File: src/rtl/change_payout_if.sv
// change_payout_if
// Bundles the request, hopper-status, drop-sensor and status signals that pass
// between the vending datapath (master) and the change_payout sequencer (slave).
//   in_load           one-cycle strobe: latch a new payout request
//   in_change_1       number of $1 coins to pay (8 bits)
//   in_change_05      pay one $0.50 coin
//   in_change_025     pay one $0.25 coin
//   in_empty_*        hopper-empty level per denomination
//   in_coin_sense     drop-sensor level; a rising edge confirms one coin
//   out_busy          request in progress (SELECT..DONE, and FAULT)
//   out_fire_*        registered solenoid drive, at most one high
//   out_owed          remaining value in datapath units ($1=8, $0.50=4, $0.25=2)
//   out_done          one-cycle completion pulse
//   out_fault         sticky jam / empty-hopper fault
interface change_payout_if;
  logic        in_load;
  logic [7:0]  in_change_1;
  logic        in_change_05;
  logic        in_change_025;
  logic        in_empty_1;
  logic        in_empty_05;
  logic        in_empty_025;
  logic        in_coin_sense;
  logic        out_busy;
  logic        out_fire_1;
  logic        out_fire_05;
  logic        out_fire_025;
  logic [15:0] out_owed;
  logic        out_done;
  logic        out_fault;

  modport master (
    output in_load, in_change_1, in_change_05, in_change_025,
           in_empty_1, in_empty_05, in_empty_025, in_coin_sense,
    input  out_busy, out_fire_1, out_fire_05, out_fire_025,
           out_owed, out_done, out_fault
  );

  modport slave (
    input  in_load, in_change_1, in_change_05, in_change_025,
           in_empty_1, in_empty_05, in_empty_025, in_coin_sense,
    output out_busy, out_fire_1, out_fire_05, out_fire_025,
           out_owed, out_done, out_fault
  );
endinterface

File: src/rtl/change_payout.sv
// change_payout
// Change-dispensing sequencer. Latches the coin counts for one transaction and
// drives the hopper solenoids one coin at a time ($1 first, then $0.50, then
// $0.25). Each coin must be confirmed by a rising edge of the drop sensor before
// the next is fired; a missing confirmation or an empty hopper raises a sticky
// fault that only in_restart clears.
// Ports:
//   in_clka     clock, rising edge
//   in_restart  synchronous active-high reset
//   bus         change_payout_if.slave (request, hopper status, sensor, status)
// Parameters:
//   PULSE_CYCLES    solenoid on-time per coin (>=1)
//   GAP_CYCLES      quiet time between coins (>=1)
//   TIMEOUT_CYCLES  max cycles from solenoid rise to sensor edge (> PULSE_CYCLES)
module change_payout #(
  parameter int PULSE_CYCLES   = 4,
  parameter int GAP_CYCLES     = 2,
  parameter int TIMEOUT_CYCLES = 16
) (
  input  logic           in_clka,
  input  logic           in_restart,
  change_payout_if.slave bus
);

  typedef enum logic [2:0] {
    IDLE, SELECT, FIRE, WAIT, GAP, DONE, FAULT
  } state_t;

  typedef enum logic [1:0] {
    DEN_NONE, DEN_1, DEN_05, DEN_025
  } den_t;

  localparam logic [15:0] PULSE_LAST   = 16'(PULSE_CYCLES - 1);
  localparam logic [15:0] GAP_LAST     = 16'(GAP_CYCLES - 1);
  localparam logic [15:0] TIMEOUT_LAST = 16'(TIMEOUT_CYCLES - 1);

  state_t      state, state_next;
  den_t        sel, pick, den_next;
  logic        pick_empty;
  logic [7:0]  cnt_1;
  logic        cnt_05, cnt_025;
  logic [15:0] owed;
  logic [15:0] tmr;
  logic        sensed;
  logic        sense_p0, sense_p1;
  logic        coin_edge, coin_hit;
  logic        fire_1, fire_05, fire_025;

  function automatic logic [15:0] coin_value(input den_t d);
    case (d)
      DEN_1:   coin_value = 16'd8;
      DEN_05:  coin_value = 16'd4;
      DEN_025: coin_value = 16'd2;
      default: coin_value = 16'd0;
    endcase
  endfunction

  function automatic logic [15:0] request_value(input logic [7:0] n1,
                                                input logic n05,
                                                input logic n025);
    request_value = {5'd0, n1, 3'd0} + {13'd0, n05, 2'd0} + {14'd0, n025, 1'b0};
  endfunction

  // Priority pick of the next denomination to pay and its hopper status.
  always_comb begin
    pick       = DEN_NONE;
    pick_empty = 1'b0;
    if (cnt_1 != 8'd0) begin
      pick       = DEN_1;
      pick_empty = bus.in_empty_1;
    end else if (cnt_05) begin
      pick       = DEN_05;
      pick_empty = bus.in_empty_05;
    end else if (cnt_025) begin
      pick       = DEN_025;
      pick_empty = bus.in_empty_025;
    end
  end

  // Sensor stage p1: edge detect on the registered sensor; only the first edge
  // per coin while the solenoid is active (FIRE) or awaited (WAIT) counts.
  assign coin_edge = sense_p0 & ~sense_p1;
  assign coin_hit  = coin_edge & ~sensed & ((state == FIRE) | (state == WAIT));

  // FIRE is only ever entered from SELECT, so the fire outputs can be
  // registered from the denomination SELECT is about to commit.
  assign den_next = (state == SELECT) ? pick : sel;

  always_comb begin
    state_next = state;
    case (state)
      IDLE:   if (bus.in_load) state_next = SELECT;
      SELECT: begin
        if (pick == DEN_NONE)  state_next = DONE;
        else if (pick_empty)   state_next = FAULT;
        else                   state_next = FIRE;
      end
      FIRE:   if (tmr == PULSE_LAST) state_next = (sensed | coin_hit) ? GAP : WAIT;
      WAIT: begin
        if (coin_hit)                 state_next = GAP;
        else if (tmr == TIMEOUT_LAST) state_next = FAULT;
      end
      GAP:    if (tmr == GAP_LAST) state_next = SELECT;
      DONE:   state_next = IDLE;
      FAULT:  state_next = FAULT;
      default: state_next = IDLE;
    endcase
  end

  always_ff @(posedge in_clka) begin
    if (in_restart) begin
      state    <= IDLE;
      sel      <= DEN_NONE;
      cnt_1    <= 8'd0;
      cnt_05   <= 1'b0;
      cnt_025  <= 1'b0;
      owed     <= 16'd0;
      tmr      <= 16'd0;
      sensed   <= 1'b0;
      sense_p0 <= 1'b0;
      sense_p1 <= 1'b0;
      fire_1   <= 1'b0;
      fire_05  <= 1'b0;
      fire_025 <= 1'b0;
    end else begin
      state <= state_next;

      // Sensor stage p0 -> p1
      sense_p0 <= bus.in_coin_sense;
      sense_p1 <= sense_p0;

      fire_1   <= (state_next == FIRE) && (den_next == DEN_1);
      fire_05  <= (state_next == FIRE) && (den_next == DEN_05);
      fire_025 <= (state_next == FIRE) && (den_next == DEN_025);

      // One timer serves the pulse, the timeout and the gap: it restarts at
      // FIRE entry and keeps running through WAIT so the timeout is measured
      // from the solenoid rise; it restarts again at GAP entry.
      if ((state == SELECT) ||
          (((state == FIRE) || (state == WAIT)) && (state_next == GAP)))
        tmr <= 16'd0;
      else if ((state == FIRE) || (state == WAIT) || (state == GAP))
        tmr <= tmr + 16'd1;

      if (state == SELECT) begin
        sel    <= pick;
        sensed <= 1'b0;
      end

      if ((state == IDLE) && bus.in_load) begin
        cnt_1   <= bus.in_change_1;
        cnt_05  <= bus.in_change_05;
        cnt_025 <= bus.in_change_025;
        owed    <= request_value(bus.in_change_1, bus.in_change_05, bus.in_change_025);
      end

      if (coin_hit) begin
        sensed <= 1'b1;
        owed   <= owed - coin_value(sel);
        case (sel)
          DEN_1:   cnt_1   <= cnt_1 - 8'd1;
          DEN_05:  cnt_05  <= 1'b0;
          DEN_025: cnt_025 <= 1'b0;
          default: ;
        endcase
      end
    end
  end

  assign bus.out_busy     = (state != IDLE);
  assign bus.out_done     = (state == DONE);
  assign bus.out_fault    = (state == FAULT);
  assign bus.out_owed     = owed;
  assign bus.out_fire_1   = fire_1;
  assign bus.out_fire_05  = fire_05;
  assign bus.out_fire_025 = fire_025;

endmodule
File: src/flat_wrapper.sv
// flat-port wrapper written by rule: the top's interface ports become plain ports
module change_payout_flat 
#(
  parameter int PULSE_CYCLES   = 4,
  parameter int GAP_CYCLES     = 2,
  parameter int TIMEOUT_CYCLES = 16
)
  (in_clka, in_restart, bus_in_load, bus_in_change_1, bus_in_change_05, bus_in_change_025, bus_in_empty_1, bus_in_empty_05, bus_in_empty_025, bus_in_coin_sense, bus_out_busy, bus_out_fire_1, bus_out_fire_05, bus_out_fire_025, bus_out_owed, bus_out_done, bus_out_fault);
  change_payout_if bus_i ();
  input  logic in_clka;
  input  logic in_restart;
  input wire logic [$bits(bus_i.in_load)-1:0] bus_in_load;
  input wire logic [$bits(bus_i.in_change_1)-1:0] bus_in_change_1;
  input wire logic [$bits(bus_i.in_change_05)-1:0] bus_in_change_05;
  input wire logic [$bits(bus_i.in_change_025)-1:0] bus_in_change_025;
  input wire logic [$bits(bus_i.in_empty_1)-1:0] bus_in_empty_1;
  input wire logic [$bits(bus_i.in_empty_05)-1:0] bus_in_empty_05;
  input wire logic [$bits(bus_i.in_empty_025)-1:0] bus_in_empty_025;
  input wire logic [$bits(bus_i.in_coin_sense)-1:0] bus_in_coin_sense;
  output wire logic [$bits(bus_i.out_busy)-1:0] bus_out_busy;
  output wire logic [$bits(bus_i.out_fire_1)-1:0] bus_out_fire_1;
  output wire logic [$bits(bus_i.out_fire_05)-1:0] bus_out_fire_05;
  output wire logic [$bits(bus_i.out_fire_025)-1:0] bus_out_fire_025;
  output wire logic [$bits(bus_i.out_owed)-1:0] bus_out_owed;
  output wire logic [$bits(bus_i.out_done)-1:0] bus_out_done;
  output wire logic [$bits(bus_i.out_fault)-1:0] bus_out_fault;
  assign bus_i.in_load = bus_in_load;
  assign bus_i.in_change_1 = bus_in_change_1;
  assign bus_i.in_change_05 = bus_in_change_05;
  assign bus_i.in_change_025 = bus_in_change_025;
  assign bus_i.in_empty_1 = bus_in_empty_1;
  assign bus_i.in_empty_05 = bus_in_empty_05;
  assign bus_i.in_empty_025 = bus_in_empty_025;
  assign bus_i.in_coin_sense = bus_in_coin_sense;
  assign bus_out_busy = bus_i.out_busy;
  assign bus_out_fire_1 = bus_i.out_fire_1;
  assign bus_out_fire_05 = bus_i.out_fire_05;
  assign bus_out_fire_025 = bus_i.out_fire_025;
  assign bus_out_owed = bus_i.out_owed;
  assign bus_out_done = bus_i.out_done;
  assign bus_out_fault = bus_i.out_fault;
  change_payout #(.PULSE_CYCLES(PULSE_CYCLES), .GAP_CYCLES(GAP_CYCLES), .TIMEOUT_CYCLES(TIMEOUT_CYCLES)) u_core (.in_clka(in_clka), .in_restart(in_restart), .bus(bus_i));
endmodule
File: config.mk
export PLATFORM = sky130hd
export DESIGN_NAME = change_payout_flat
export DESIGN_NICKNAME = d
export VERILOG_FILES = /design/src/rtl/change_payout_if.sv /design/src/rtl/change_payout.sv /design/src/flat_wrapper.sv
export SDC_FILE = /design/constraint.sdc
export NUM_CORES = 1
export LEC_CHECK = 0
export CORE_AREA = 2 2 72 109
export DETAILED_ROUTE_END_ITERATION = 8
export DIE_AREA = 0 0 74 111
export DONT_BUFFER_PORTS = 1
export PLACE_DENSITY = 0.62
export SYNTH_ARGS = -nofsm -noshare
export SYNTH_HDL_FRONTEND = slang
export SYNTH_SLANG_ARGS = --single-unit
File: constraint.sdc
create_clock -name in_clka -period 4.89 [get_ports in_clka]
set_input_delay 1.467 -clock in_clka [delete_from_list [all_inputs] [get_ports in_clka]]
set_output_delay 1.467 -clock in_clka [all_outputs]
set_load 0.01 [all_outputs]
==> run metrics <==
highest ir drop seen on vdd=245 uV; setup slack of the worst register-to-register path=2560 ps; Via Count=2504; Mapped Cells=346; Antenna Cells=0; Inst Count DP=432; count of hold buffers inserted by post-cts repair=0; commonest non-fill, non-tap cells in the layout=sky130_fd_sc_hd__dfxtp_1 (52), sky130_fd_sc_hd__nor2_1 (43), sky130_fd_sc_hd__nand2_1 (26); Pwr per Cell Area=523 nW/um2; latest clock arrival within the worst-skew pair=290 ps; Clock power frac=22.4%; fraction of synthesis flops using an asynchronous set or reset pin=0%; post-layout min period=2910 ps; number of vias per cell=5.69; CTS tree=built; cell leakage power=1.05 nW; Most used DFF post-synth=sky130_fd_sc_hd__dfxtp_1; placeable core region=7370 um2; count of cells along the worst hold path=1; final setup TNS=0 ps; Tightest Hold Check Type=register to register; flip-flop and latch count after synthesis=52; number of flops mapped to enable cells by yosys=0; final net count=361; total count of hold-check failures in the final report=0; post-route cell area=3060 um2; Sequential Power Share=38.5%; period utilisation layout=59.5%; number of warnings issued by yosys=0; r2r endpoint=u_core.bus.out_owed[15]; proportion of synthesized area in mux cells=0.792%; Compound-Gate Fraction of Synth Area=18.5%; cell at the root of the clock tree=sky130_fd_sc_hd__clkbuf_16; timing-limited maximum frequency=344 MHz; cell internal pwr=0.923 mW; number of I/O pins=39; area growth from synthesis to layout=7.61%; switching share of power=42.3%; headroom to the max-slew limit=50.1%; share of the synthesized area in the top cell type=36.6%; Mapped Avg Cell Area=8.22 um2; worst-case hold path end point=u_core.sense_p1; most common cell after layout, fill and taps aside=sky130_fd_sc_hd__dfxtp_1; nature of the critical path startpoint=register; Post-Synth Simple-Gate Area=31.6%; required arrival time at the worst endpoint=3420 ps; Synth Cell Area=2840 um2; drt drc=0; number of antenna violations at the first check in global routing=0; Congestion Overflow GR=0; input/output buffers=0; unique cell type count in the Yosys netlist=60; number of cells traversed by the worst register-to-register path=5; instance area after placement=2910 um2; count of placed standard cells in the final layout, fillers left out=440; combinational family with the most area after synthesis=simple AND/OR/NAND/NOR gates; number of nets with antenna violations after detailed routing=0; Setup Skew=6.01 ps; Least-Margin Pin Slew=744 ps; Pre-Repair DR Iteration Count=4; worst setup path category=register to output port; Worst Min Path Start=u_core.sense_p0; CTS Buffer Depth=2; share of power burned in combinational logic=39.1%; Std-Cell Rows=39; die span in x=74 um; proportion of layout cells with a drive suffix above 1=7.40%; maximum level of the CTS H-tree=2; leading area contributor after synthesis=sky130_fd_sc_hd__dfxtp_1; Net Count, Synth=370; Inserted Clock Buffers=5; maximum number of pins on one net before global-route repair=38; signal arrival time at the worst endpoint=1440 ps; RR Startpoint=u_core.state[1]; buffer count from post-CTS setup fixing=0; MaxCap Viol Count=0; vias in the first global route=2451; detailed router's first-iteration violation count=133; global-route usage over all layers=17.1%; detail-routed net length per standard cell=15.4 um; adder and majority cell fraction of the synthesized area=3.35%; routability cong.=0.815; Vert. Die Dim=111 um; switching power=0.676 mW; status=finished clean; number of instances resized during post-cts repair=0; floorplan die area=8210 um2; CTS clk-pin slew, worst paths=70 ps; HPWL after detailed placement=4950 um; Initial Utilization=38.6%; wire length of the first global-routing pass=11300 um; element type at the critical path end=output port; critical path peak fanout=10; proportion of synthesized chip area in sequential cells=36.6%; count of final setup violators=0; Pins Over Slew Limit=0; setup repair after global routing missed its margin=false; Post-Route WL=6780 um; clock net sink count=52; largest cells by area after synthesis=sky130_fd_sc_hd__dfxtp_1 (37%), sky130_fd_sc_hd__nor2_1 (5.7%), sky130_fd_sc_hd__nand2_1 (3.4%); xor/xnor share of the synthesized area=4.62%
stage by stage:
stage	util, %	total power [mW]	hold WS, ps	setup slack (ps)
3_5_place_dp	39.5	1.24	489	2140
2_1_floorplan	-	1.10	457	2380
5_1_grt	41.5	1.71	512	1930
3_3_place_gp	39.5	1.24	483	2160
4_1_cts	41.5	1.60	502	2000
6_report	41.5	1.60	498	1980
how the worst max path moves through the flow:
stage | to | start | slack [ps] | cells after the start
3_5_place_dp | u_core.bus.out_fire_025 | bus_in_load | 2140 | 4
6_report | bus_out_done | u_core.state[0] | 1980 | 2
2_1_floorplan | u_core.bus.out_owed[4] | bus_in_load | 2380 | 5
3_3_place_gp | u_core.bus.out_fire_025 | bus_in_load | 2160 | 4
4_1_cts | bus_out_done | u_core.state[0] | 2000 | 2
5_1_grt | bus_out_done | u_core.state[0] | 1930 | 2
routing by layer:
| metal | up-vias | global-route usage, % | part of all wire (%) |
|---|---|---|---|
| met4 | 0 | 5.94 | 1.6 |
| met1 | 1188 | 19.1 | 42 |
| met3 | 10 | 4.45 | 4.5 |
| li1 | 1241 | - | - |
| met2 | 65 | 30.2 | 52 |
| met5 | - | 0 | 0 |
power by group through the flow:
stage                     logic (mW)  clock network (mW)  registers, mW
after floorplan                0.526                   0          0.573
after global placement         0.614                   0          0.623
after detailed placement       0.621                   0          0.623
after CTS                      0.624               0.362          0.615
after global routing           0.705               0.377          0.629
final                          0.625               0.358          0.615
sequential cells by signal, summed over array words and instances (netlist names):
name,flops
u_core.state,3
u_core.cnt_025,1
u_core.bus.out_fire_025,1
u_core.bus.out_fire_05,1
u_core.bus.out_fire_1,1
u_core.bus.out_owed,15
u_core.sense_p1,1
u_core.sense_p0,1
u_core.tmr,16
u_core.cnt_05,1
u_core.sel,2
u_core.sensed,1
u_core.cnt_1,8
logic make-up after synthesis:
family                   count (synthesis)
multiplexers                             2
AO/OA/AOI/OAI                           79
other                                    1
XOR/XNOR                                15
buffers and inverters                   30
AND/OR/NAND/NOR                        160
flip-flops                              52
adder cells (fa/ha/maj)                  7
synth_stat cells (all sizes together), types with 2 or more instances:
cell type and instances:
nor2b 9, a21oi 16, buf 6, xnor2 8, or2 2, or3 7, ha 6, and4 2
nand2 27, a311oi 3, a211oi 3, nor2 44, nand4b 2, nor4 9, a31oi 13, nor3 6
nor4b 3, or4 5, clkbuf 11, o21a 3, o311ai 5, dfxtp 52, nand2b 8, and3 5
o21ai 16, a2bb2oi 2, nand3 9, a221oi 2, o2111ai 3, mux2 2, o211ai 3, nand4 9
and2 4, nand3b 2, xor2 7, nor3b 5, inv 13
worst max-delay path: stages, from the launching register on:
cell	delay, ps
sky130_fd_sc_hd__dfxtp_1	530
sky130_fd_sc_hd__inv_1	180
sky130_fd_sc_hd__nor3b_1	450
cell type report:
type                            count  area, um2
Tap cell                          102        128
Inverter                           13       48.8
Clock inverter                      2       10.0
Multi-Input combinational cell    264       1690
Clock buffer                        6        139
Fill cell                         747       4310
Sequential cell                    52       1040
Timing Repair Buffer                1       7.51
Note: power is estimated with default switching activity, not from simulation.
